`src/rtl/base64_to_ascii.sv`:
```
// -----------------------------------------------------------------------------
// base64_to_ascii
//   Repacks a stream of 6-bit base64 symbol indices into 7-bit ASCII
//   characters, MSB first. Pending bits sit right-aligned in a 12-bit
//   accumulator. The oldest pending bit is the most significant valid bit.
//
//   On the last symbol of a message the block flushes: it emits the final
//   whole character flagged with out_last and throws away the residual pad
//   bits. A message too short to form any character ends with a one-cycle
//   drop_err pulse instead.
//
// Ports
//   clk        in   1  rising-edge clock
//   rst        in   1  synchronous active-high reset
//   in_sym     in   6  base64 index, MSB-first bits
//   in_valid   in   1  in_sym / in_last valid
//   in_last    in   1  final symbol of the message (qualified by in_valid)
//   in_ready   out  1  symbol accepted this cycle when in_valid is high
//   out_ascii  out  7  decoded character
//   out_valid  out  1  out_ascii / out_last valid
//   out_last   out  1  final character of the message
//   out_ready  in   1  downstream takes the character this cycle
//   drop_err   out  1  one-cycle pulse: message ended without a character
// -----------------------------------------------------------------------------
module base64_to_ascii (
  input  logic       clk,
  input  logic       rst,
  input  logic [5:0] in_sym,
  input  logic       in_valid,
  input  logic       in_last,
  output logic       in_ready,
  output logic [6:0] out_ascii,
  output logic       out_valid,
  output logic       out_last,
  input  logic       out_ready,
  output logic       drop_err
);

  logic [11:0] r_acc;
  logic [3:0]  r_cnt;
  logic        r_flush;
  logic [6:0]  r_out_ascii;
  logic        r_out_valid;
  logic        r_out_last;
  logic        r_drop_err;

  logic        w_accept;
  logic        w_extract;
  logic [6:0]  w_char;

  // in_ready depends on registered state only.
  assign in_ready  = (r_cnt <= 4'd6) && !r_flush;
  assign w_accept  = in_valid && in_ready;
  // Accept needs cnt <= 6 and extract needs cnt >= 7, so they never coincide.
  assign w_extract = (r_cnt >= 4'd7) && (!r_out_valid || out_ready);

  // Select the 7 oldest pending bits; the value is only used when cnt >= 7.
  always_comb begin
    w_char = 7'(r_acc >> (r_cnt - 4'd7));
  end

  // Accumulator, pending-bit count, flush flag and drop pulse.
  always_ff @(posedge clk) begin
    if (rst) begin
      r_acc      <= 12'd0;
      r_cnt      <= 4'd0;
      r_flush    <= 1'b0;
      r_drop_err <= 1'b0;
    end else begin
      r_drop_err <= 1'b0;
      if (w_accept) begin
        // With cnt <= 6, cnt+6 < 7 only when nothing is pending.
        if (in_last && (r_cnt == 4'd0)) begin
          r_acc      <= 12'd0;
          r_cnt      <= 4'd0;
          r_flush    <= 1'b0;
          r_drop_err <= 1'b1;
        end else begin
          r_acc   <= {r_acc[5:0], in_sym};
          r_cnt   <= r_cnt + 4'd6;
          r_flush <= in_last;
        end
      end else if (w_extract) begin
        // While flushing cnt <= 12, so one extract always leaves < 7 bits.
        if (r_flush) begin
          r_cnt   <= 4'd0;
          r_flush <= 1'b0;
        end else begin
          r_cnt <= r_cnt - 4'd7;
        end
      end else begin
        r_cnt <= r_cnt;
      end
    end
  end

  // Output character register with valid/ready handshake.
  always_ff @(posedge clk) begin
    if (rst) begin
      r_out_ascii <= 7'd0;
      r_out_valid <= 1'b0;
      r_out_last  <= 1'b0;
    end else if (w_extract) begin
      r_out_ascii <= w_char;
      r_out_valid <= 1'b1;
      r_out_last  <= r_flush;
    end else if (out_ready) begin
      r_out_valid <= 1'b0;
    end else begin
      r_out_valid <= r_out_valid;
    end
  end

  assign out_ascii = r_out_ascii;
  assign out_valid = r_out_valid;
  assign out_last  = r_out_last;
  assign drop_err  = r_drop_err;

endmodule

```
`config.mk`:
```
export PLATFORM = sky130hd
export DESIGN_NAME = base64_to_ascii
export DESIGN_NICKNAME = d
export VERILOG_FILES = /design/src/rtl/base64_to_ascii.sv
export SDC_FILE = /design/constraint.sdc
export NUM_CORES = 1
export LEC_CHECK = 0
export BUFFER_PORTS_ARGS = -buffer_cell sky130_fd_sc_hd__buf_2
export CAP_MARGIN = 20
export CORE_MARGIN = 5
export CORE_UTILIZATION = 51
export CTS_CLUSTER_SIZE = 16
export DETAILED_ROUTE_END_ITERATION = 8
export HOLD_SLACK_MARGIN = 0.06
export MAX_ROUTING_LAYER = met4
export PLACE_DENSITY = 0.75
export REMOVE_ABC_BUFFERS = 1
export SLEW_MARGIN = 0
export SYNTH_ARGS = -nofsm -noshare
export SYNTH_HDL_FRONTEND = slang
export SYNTH_SLANG_ARGS = --single-unit
```
`constraint.sdc`:
```
create_clock -name clk -period 2.4 [get_ports clk]
set_clock_uncertainty 0.2 [all_clocks]
set_input_delay 0.24 -clock clk [delete_from_list [all_inputs] [get_ports clk]]
set_output_delay 0.24 -clock clk [all_outputs]
set_load 0.02 [all_outputs]
```
== Word-level counts from Yosys, hierarchy flattened ==
Index checks and enable logic that the tools add are counted.
Storage, ports and cells
  register bits after elaboration: 27
Operators by class
  $add $sub $neg: 2
  order comparisons: 2
  shifts and indexed selects: 1
  multiplexer cells: 11
  bitwise gates (word level): 1
  reductions and logical operators: 11
Operators with widths (number)
  two-way mux 4 bit: 4
  two-way mux 12 bit: 1
  >> shifter 12 x 4 -> 7 bit: 1
  two-way mux 1 bit: 6
  adder 4 x 3 -> 4 bit, second input constant: 1
  >= comparator 4 x 3 -> 1 bit, second input constant: 1
  <= comparator 4 x 3 -> 1 bit, second input constant: 1
  logical AND 1 bit: 4
  zero test 4 bit: 1
  nonzero test 2 bit: 2
  subtractor 4 x 3 -> 4 bit, second input constant: 1
  zero test 1 bit: 2
  OR reduction 2 bit: 1
  logical OR 1 bit: 1
  NOT 1 bit: 1

== Logic depth before layout (Yosys ltp) ==
Gate-level depths: netlist (run 1).
  depth in word-level cells: 5
  mapped depth: 9

== Worst setup path after synthesis (run 1) ==
OpenSTA, ideal clock, no wires.
  path kind: flip-flop to flip-flop
  from: register r_cnt[0]
  to: register r_out_ascii[4], in the netlist out_ascii[4]
  library setup time: 132 ps
  arrival time: 1971 ps
  path slack: 96 ps
  stages on the path, launching flop included: 9
  buffers on the path: 2
  cells stage by stage: dfxtp_1 buf_2 inv_1 ha_1 buf_2 mux4_2 mux2_2 nand3_1 a21oi_1
Between the ends
  cells in the longest elaborated chain, start to end: 2
  elaborated cells between the ends (all ways): 4
  classes of those cells: add/sub: 1; order compare: 1; shift: 1; reduce/logical: 1
Ends and longest elaborated chain
  from (decl): line 40  | logic [3:0] r_cnt;
  from (signal assigned): line 80  | r_cnt <= r_cnt + 4'd6;
  from (signal assigned): line 89  | r_cnt <= r_cnt - 4'd7;
  from (signal assigned): line 92  | r_cnt <= r_cnt;
  subtractor 4 x 3 -> 4 bit / >= comparator 4 x 3 -> 1 bit (equally long branches): line 59, 55
  >> shifter 12 x 4 -> 7 bit / logical AND 1 bit (equally long branches): line 59, 55
  to (signal assigned): line 104  | r_out_ascii <= w_char;
  to (decl): line 42  | logic [6:0] r_out_ascii;
Several ways; a longest one is shown, not always the timed one.
A chain may end at the register's enable or synchronous reset.

== Worst setup path in the final report (run 1) ==
  from: register r_cnt[1]
  to: register r_out_ascii[4], in the netlist out_ascii[4]
The elaborated chain is that of the path after synthesis.

==> results of run 1 <==
-- repair_timing --
action | 4_1_cts | 5_1_grt
endpoints found under the hold margin | 8 | 0
setup buffers | 0 | 0
hold buffers | 8 | 0
-- per-stage QoR --
stage / setup TNS, ps / std cells / util / instance area (um2) / worst slack, ps
5_1_grt: 0 / 242 / 0.605 / 1820 / 5.53
2_1_floorplan: -965 / 168 / - / 1500 / -341
3_5_place_dp: 0 / 230 / 0.570 / 1710 / 164
6_report: 0 / 242 / 0.605 / 1820 / 156
4_1_cts: 0 / 242 / 0.605 / 1820 / 144
3_3_place_gp: 0 / 230 / 0.570 / 1710 / 211
-- routing by layer --
metal | up-vias | routed length [um]
met5 | - | 0
met1 | 702 | 1650
met4 | 0 | 46
met3 | 5 | 271
met2 | 63 | 1940
li1 | 727 | -
-- where the power goes --
group          total, W  switching (W)  internal (W)  leakage, nW
registers      0.000640       0.000102      0.000538        0.220
logic           0.00104       0.000612      0.000428        0.462
clock network  0.000206       0.000141     0.0000655       0.0150
-- worst max-delay path, stage by stage, from the launching register on --
cell	delay, ps
dfxtp_1	440
inv_1	130
ha_1	400
mux4_2	540
mux2_2	270
nand3_1	80
a21oi_1	60
-- sequential cells by signal (all words and copies together) (netlist names) --
| register | flops |
|---|---|
| out_last | 1 |
| r_cnt | 4 |
| out_ascii | 7 |
| r_acc | 12 |
| r_flush | 1 |
| drop_err | 1 |
| out_valid | 1 |
-- Yosys cell counts --
master,number,area [um2]
nand3_1,22,110
clkbuf_1,9,33.8
nor3_1,4,20.0
nor2b_1,2,12.5
a21o_2,1,8.76
and3_1,1,6.26
a31o_2,1,8.76
buf_6,1,11.3
a31oi_1,4,25.0
buf_2,5,25.0
xnor2_1,1,8.76
a21oi_1,23,115
xor2_1,1,8.76
a32oi_1,2,17.5
o2bb2ai_1,2,17.5
o21ai_0,2,10.0
nor4b_1,1,8.76
a311oi_1,4,35.0
o31ai_1,1,7.51
nand2_1,20,75.1
mux2i_1,3,30.0
a2111oi_0,1,8.76
nor2_1,11,41.3
ha_1,5,62.6
inv_1,4,15.0
nand3b_1,2,15.0
or2_0,1,6.26
mux4_2,8,180
nor4_1,1,6.26
or4_1,1,7.51
a21boi_1,1,7.51
dfxtp_1,27,541
mux2_2,2,22.5
and2_1,1,6.26
and3b_1,1,8.76
nand2b_1,4,25.0
o2111ai_1,2,17.5
a211oi_1,1,7.51
-- path summary, 6_finish.rpt --
check / endpoint / slack [ps] / depth (start not counted)
hold reg to reg: out_ascii[4]$_SDFFE_PP0P_ / 260 / 2
setup / recovery: out_ascii[4]$_SDFFE_PP0P_ / 160 / 6
hold / removal: r_cnt[3]$_SDFFE_PP0P_ / 80 / 4
setup reg to reg: out_ascii[4]$_SDFFE_PP0P_ / 160 / 6
-- kinds of logic after synthesis --
family | count (synthesis) | synth area share
adders and majority gates | 5 | 0.0397
DFF | 27 | 0.343
buffers and inverters | 19 | 0.0540
xor gates and xnor gates | 2 | 0.0111
AOI/OAI and AO/OA | 45 | 0.182
and+or+nand+nor | 72 | 0.222
muxes | 13 | 0.148
-- area by class of cell --
cell class	instances	share of cell area
multi-input combinational	137	0.522
sequential	27	0.298
timing repair buffer	37	0.135
tap	33	0.0227
clock buffer	4	0.0145
inverter	4	0.00826
==> reports/results.tsv, run 1 <==
metric	value	unit
worstPathMaxFanout	5	
peakVddDrop	0.000524	V
htree_levels	1	
syn_avg_cell_area	8.60	um2
layout-drive-gt1-share	0.211	
grt_pass1_vias	1423	
grt_util_met2	0.331	
final_antenna_net_count	0	
multi_input_area	948	um2
fin_crit	2240	ps
grt-busiest-layer	met2	
antenna_found_initial	0	
grt_pass1_wl	6.66	mm
place_congestion	0.996	
fmaxAchievable	446	MHz
final_common_cell	dfxtp_1	
final_max_slew_viol_count	0	
area_growth	15.4	%
dr.pass1.iters	4	
root_buffer	clkbuf_4	
syn-cell-area	1570	um2
min_from	in_valid	
nets	226	
final_cell_mix	27 x dfxtp_1, 23 x a21oi_1, 22 x nand3_1	
via_per_inst	6.19	
worstMarginPinSlew	641	ps
cellLeakagePower	0.697	nW
start_util	0.524	
end_kind	flop	
grt_overflow_total	0	
wl	3.91	mm
wl_per_cell	16.1	um
cts_buffers	3	
num_vias	1497	
use_met3	0.0291	
yosys_register_bits	27	
grtUsageTotal	0.201	
drt_iter0_drc	94	
cp-startpoint	r_cnt[1]$_SDFFE_PP0P_	
die_h	65.6	um
finalCritPeriodShare	0.935	
synthCells	183	
dp_hpwl	2.70	mm
fp.dieArea	4300	um2
regArea	541	um2
drc_errors	0	
arrival	2270	ps
yosysWarnings	0	
finalPower	0.00189	W
hold_ws	77.5	ps
required	2420	ps
cts_resized	0	
relSlewSlack	0.573	
coreArea	3000	um2
setup_viol	0	
tritoncts	built	
boundaryPins	22	
clock-sinks	27	
critPathKind	flop to flop	
r2r_start	r_cnt[1]$_SDFFE_PP0P_	
p_per_area	1040	nW/um2
io_buffer_count	21	
ys_seq_area_frac	0.343	
grt_max_degree	29	
critPathLaunchType	flop	
clk_pin_slew	140	ps
synth.distinct_cells	38	
cts_max_path_buffers	2	
clk_latency	340	ps
hold_viol	0	
grt_use_met1	0.257	
drv_cap	0	
rsz0062_at_grt	no	
die_w	65.6	um
n_antenna_cell	0	
std_cell_rows	20	
outcome	completed	
nFillCells	266	
hold_class	input pin to flop	
Power figures use the tool's default switching activity.
==> run 2, diff against run 1 <==
==> constraint.sdc (replaced) <==
create_clock -name clk -period 2.4 [get_ports clk]
set_clock_uncertainty 0.2 [all_clocks]
set_input_delay 0.48 -clock clk [delete_from_list [all_inputs] [get_ports clk]]
set_output_delay 0.48 -clock clk [all_outputs]
set_load 0.02 [all_outputs]
==> reports/results.tsv, run 2 (synthesized netlist as in run 1, its figures left out) <==
metric	value	unit	change
relSlewSlack	0.576		+0.00282
fp.dieArea	4300	um2	unchanged
drv_cap	0		unchanged
finalPower	0.00187	W	-0.92%
drc_errors	0		unchanged
nFillCells	264		-0.75%
required	2420	ps	about the same
layout-drive-gt1-share	0.228		+0.0172
setup_viol	0		unchanged
top_register	r_acc		
io_buffer_count	21		unchanged
htree_levels	1		unchanged
die_h	65.6	um	unchanged
swShare	0.450		-0.00275
postCtsSetupBuffers	0		unchanged
dr.pass1.iters	4		unchanged
dp_hpwl	2.71	mm	+0.55%
coreArea	3000	um2	unchanged
cts_resized	0		unchanged
final_max_slew_viol_count	0		unchanged
wl_per_cell	16.1	um	about the same
cts_buffers	3		unchanged
arrival	2320	ps	+50 ps
cp_cell_sequence	inv_1 > ha_1 > mux4_2 > mux2_2 > nand3_1 > a21oi_1		
largest_register_ffs	12		unchanged
clock-sinks	27		unchanged
cp_slowest_stage_delay	550	ps	about the same
end_kind	flop		
placed_cell_area	1720	um2	+0.44%
cts_max_path_buffers	2		unchanged
peakVddDrop	0.000509	V	-2.9%
seq_power_share	0.346		+0.007
via_per_inst	6.23		+0.78%
nets	219		-3.1%
tritoncts	built		
cpMaxStageDelayCell	mux4_2		
worstPathMaxFanout	5		unchanged
final_cell_mix	26 x dfxtp_1, 23 x a21oi_1, 22 x nand3_1		
p_switching	0.000842	W	-1.5%
area_growth	11.0	%	
critPathKind	flop to flop		
fin_crit	2300	ps	+56.0 ps
cellLeakagePower	0.669	nW	-4.0%
outcome	completed		
drt_iter0_drc	125		+33%
hold_viol	0		unchanged
hold_class	input pin to flop		
post-route-util	0.582		-0.0233
n_antenna_cell	0		unchanged
postCtsHoldBufs	0		-8
num_vias	1465		-2.1%
antenna_found_initial	0		unchanged
grt_pass1_wl	6.55	mm	-1.7%
die_w	65.6	um	unchanged
p_clk_frac	0.105		-0.004
clk_latency	320	ps	-20 ps
final_antenna_net_count	0		unchanged
fmaxAchievable	435	MHz	-2.4%
finalCritPeriodShare	0.958		+0.0233
start_util	0.524		unchanged
rsz0062_at_grt	no		
critPathLaunchType	flop		
std_cell_rows	20		unchanged
grt_overflow_total	0		unchanged
grtUsageTotal	0.197		-0.00444
boundaryPins	22		unchanged
grt_max_degree	23		-21%
grt_pass1_vias	1480		+4.0%
wl	3.80	mm	-2.8%
clk_pin_slew	150	ps	about the same
fin_area	1750	um2	-3.9%
final_common_cell	dfxtp_1		
p_per_area	1070	nW/um2	+3.1%
pwr-share-comb	0.549		-0.002
root_buffer	clkbuf_4		
worstMarginPinSlew	636	ps	-4.22 ps
place_congestion	0.988		-0.85%
p_int	0.00103	W	-0.42%
run 2: area by class of cell:
type,instances,area (um2),area share
Tap cell,33,41.3,0.0236
Multi-Input combinational cell,137,950,0.544
Inverter,4,15.0,0.00860
Sequential cell,27,542,0.310
Timing Repair Buffer,30,173,0.0989
Clock buffer,4,26.3,0.0150
run 2: metrics by stage:
step	setup slack [ps]	hold WS (ps)	TNS [ps]	std cells
after floorplan	-341	236	-965	168
after global placement	228	238	0	231
after detailed placement	164	250	0	231
after CTS	66.4	182	0	235
after global routing	14.7	171	0	235
final	100	192	0	235
run 2: per-layer routing:
| layer | vias up | GRT usage | wire length, um |
|---|---|---|---|
| met5 | - | - | 0 |
| met4 | 0 | 0.106 | 83 |
| met3 | 9 | 0.0291 | 195 |
| met2 | 52 | 0.314 | 1810 |
| met1 | 691 | 0.241 | 1710 |
| li1 | 713 | - | - |
run 2: worst paths after layout:
check / startpoint / endpoint / slack (ps) / cells past startpoint
setup reg to reg: r_cnt[1]$_SDFFE_PP0P_ / out_ascii[4]$_SDFFE_PP0P_ / 100 / 6
hold / removal: in_sym[0] / r_acc[0]$_SDFFE_PP0P_ / 190 / 3
hold reg to reg: out_last$_SDFFE_PP0P_ / out_last$_SDFFE_PP0P_ / 270 / 2
setup / recovery: r_cnt[1]$_SDFFE_PP0P_ / out_ascii[4]$_SDFFE_PP0P_ / 100 / 6
run 2: critical path: cells and delay by family, from the launching register on:
family	cells	cell delay (ps)
buffers and inverters	1	140
multiplexers	2	830
flip-flops	1	470
adder cells (fa/ha/maj)	1	400
AO/OA/AOI/OAI	1	60
AND/OR/NAND/NOR	1	80
run 2: power by group through the flow:
stage          clock, W  combinational [W]  sequential (W)
6_report       0.000196            0.00103        0.000646
5_1_grt        0.000227            0.00112        0.000659
4_1_cts        0.000202            0.00102        0.000640
3_5_place_dp          0            0.00102        0.000651
3_3_place_gp          0           0.000979        0.000644
2_1_floorplan         0           0.000655        0.000675
==> run 3, diff against run 2 <==
--- a/config.mk
+++ b/config.mk
@@ -12,7 +12,6 @@
 export CTS_CLUSTER_SIZE = 16
 export DETAILED_ROUTE_END_ITERATION = 8
 export HOLD_SLACK_MARGIN = 0.06
-export MAX_ROUTING_LAYER = met4
 export PLACE_DENSITY = 0.75
 export REMOVE_ABC_BUFFERS = 1
 export SLEW_MARGIN = 0
==> reports/results.tsv, run 3 (synthesized netlist as in run 1, its figures left out) <==
metric	value	unit	change
outcome	completed		
p_per_area	1070	nW/um2	+0.27%
dp_hpwl	2.78	mm	+2.5%
seq_power_share	0.344		-0.002
wl_per_cell	16.1	um	about the same
grt_pass1_vias	1421		-4.0%
finalCritPeriodShare	0.959		about the same
cts_max_path_buffers	2		unchanged
grt_overflow_total	0		unchanged
htree_levels	1		unchanged
final_antenna_net_count	0		unchanged
final_max_slew_viol_count	0		unchanged
pwr-share-comb	0.547		-0.002
hold_viol	0		unchanged
clk_latency	330	ps	about the same
fin_crit	2300	ps	+2.16 ps
boundaryPins	22		unchanged
grt_max_degree	23		unchanged
fp.dieArea	4300	um2	unchanged
critPathLaunchType	flop		
post-route-util	0.581		about the same
relSlewSlack	0.574		-0.00171
critPathKind	flop to flop		
drt_iter0_drc	82		-34%
p_int	0.00103	W	-0.10%
via_per_inst	6.37		+2.3%
postCtsSetupBuffers	0		unchanged
nFillCells	272		+3.0%
r2r_start	r_cnt[1]$_SDFFE_PP0P_		
root_buffer	clkbuf_4		
cts_buffers	3		unchanged
arrival	2330	ps	about the same
r2r_setup_slack	100	ps	about the same
n_antenna_cell	0		unchanged
coreArea	3000	um2	unchanged
std_cell_rows	20		unchanged
cp_cell_sequence	inv_1 > ha_1 > mux4_2 > mux2_2 > nand3_1 > a21oi_1		
start_util	0.524		unchanged
required	2430	ps	about the same
place_congestion	0.972		-1.6%
antenna_found_initial	0		unchanged
die_h	65.6	um	unchanged
cp-startpoint	r_cnt[1]$_SDFFE_PP0P_		
layout-drive-gt1-share	0.228		unchanged
fmaxAchievable	434	MHz	about the same
clock-sinks	27		unchanged
rsz0062_at_grt	no		
end_kind	flop		
hold_class	input pin to flop		
min_from	in_sym[1]		
cts_resized	0		unchanged
peakVddDrop	0.000523	V	+2.8%
area_growth	10.9	%	about the same
drc_errors	0		unchanged
setup_tns	0	ps	unchanged
worstMarginPinSlew	639	ps	+2.57 ps
cp_slowest_stage_delay	540	ps	about the same
setup_viol	0		unchanged
wl	3.79	mm	about the same
clk_pin_slew	150	ps	about the same
final_cell_mix	26 x dfxtp_1, 23 x a21oi_1, 22 x nand3_1		
grtUsageTotal	0.193		-0.00439
cpMaxStageDelayCell	mux4_2		
io_buffer_count	21		unchanged
p_clk_frac	0.109		+0.004
nets	219		unchanged
grt_pass1_wl	6.58	mm	+0.52%
dr.pass1.iters	4		unchanged
largest_register_ffs	12		unchanged
die_w	65.6	um	unchanged
worstPathMaxFanout	5		unchanged
swShare	0.452		+0.00165
postCtsHoldBufs	0		unchanged
top_register	r_acc		
num_vias	1498		+2.3%
tritoncts	built		
drv_cap	0		unchanged
cellLeakagePower	0.669	nW	about the same
final_common_cell	dfxtp_1		
p_switching	0.000846	W	+0.56%
[run 3: cell types whose count changed in the layout (fill, tap and decap cells not counted)]
| cell | before | now |
|---|---|---|
| a2111oi_1 | 1 | 0 |
| a2111oi_0 | 0 | 1 |
[run 3: power by group through the flow]
stage / registers, W / clock network (W) / logic (W)
floorplan: 0.000675 / 0 / 0.000655
global placement: 0.000644 / 0 / 0.000980
detailed placement: 0.000651 / 0 / 0.00101
CTS: 0.000640 / 0.000206 / 0.00101
global route: 0.000658 / 0.000222 / 0.00112
finish: 0.000645 / 0.000203 / 0.00102
[run 3: area by class of cell]
class / count / area [um2] / share of cell area
Inverter: 4 / 15.0 / 0.00860
Multi-Input combinational cell: 137 / 948 / 0.543
Timing Repair Buffer: 30 / 173 / 0.0989
Sequential cell: 27 / 542 / 0.310
Clock buffer: 4 / 26.3 / 0.0151
Tap cell: 33 / 41.3 / 0.0237
[run 3: worst paths after layout]
kind | endpoint | cells after the start
setup / recovery | out_ascii[4]$_SDFFE_PP0P_ | 6
hold / removal | r_acc[1]$_SDFFE_PP0P_ | 3
setup reg to reg | out_ascii[4]$_SDFFE_PP0P_ | 6
hold reg to reg | out_ascii[5]$_SDFFE_PP0P_ | 2
[run 3: per-layer routing]
metal / track usage / up-vias / part of all wire
met1: 0.257 / 702 / 0.43
met2: 0.314 / 77 / 0.48
met5: 0 / - / 0
met4: 0.0777 / 0 / 0.020
met3: 0.0256 / 9 / 0.070
li1: - / 710 / -
[run 3: metrics by stage]
stage               total power [W]  hold slack [ps]  worst slack (ps)  cells  cell area (um2)
finish                      0.00187              181              98.0    235             1750
floorplan                   0.00133              236              -341    168             1500
global placement            0.00162              238               229    231             1720
global route                0.00200              184              20.3    235             1750
detailed placement          0.00166              247               161    231             1720
CTS                         0.00186              181              62.0    235             1740
[run 3: worst max-delay path, delay by kind of cell, from the launching register on]
family          cells  cell delay (ps)
flops               1              470
compound gates      1               60
fa+ha+maj           1              400
mux                 2              820
buf+inv             1              150
simple gates        1               80
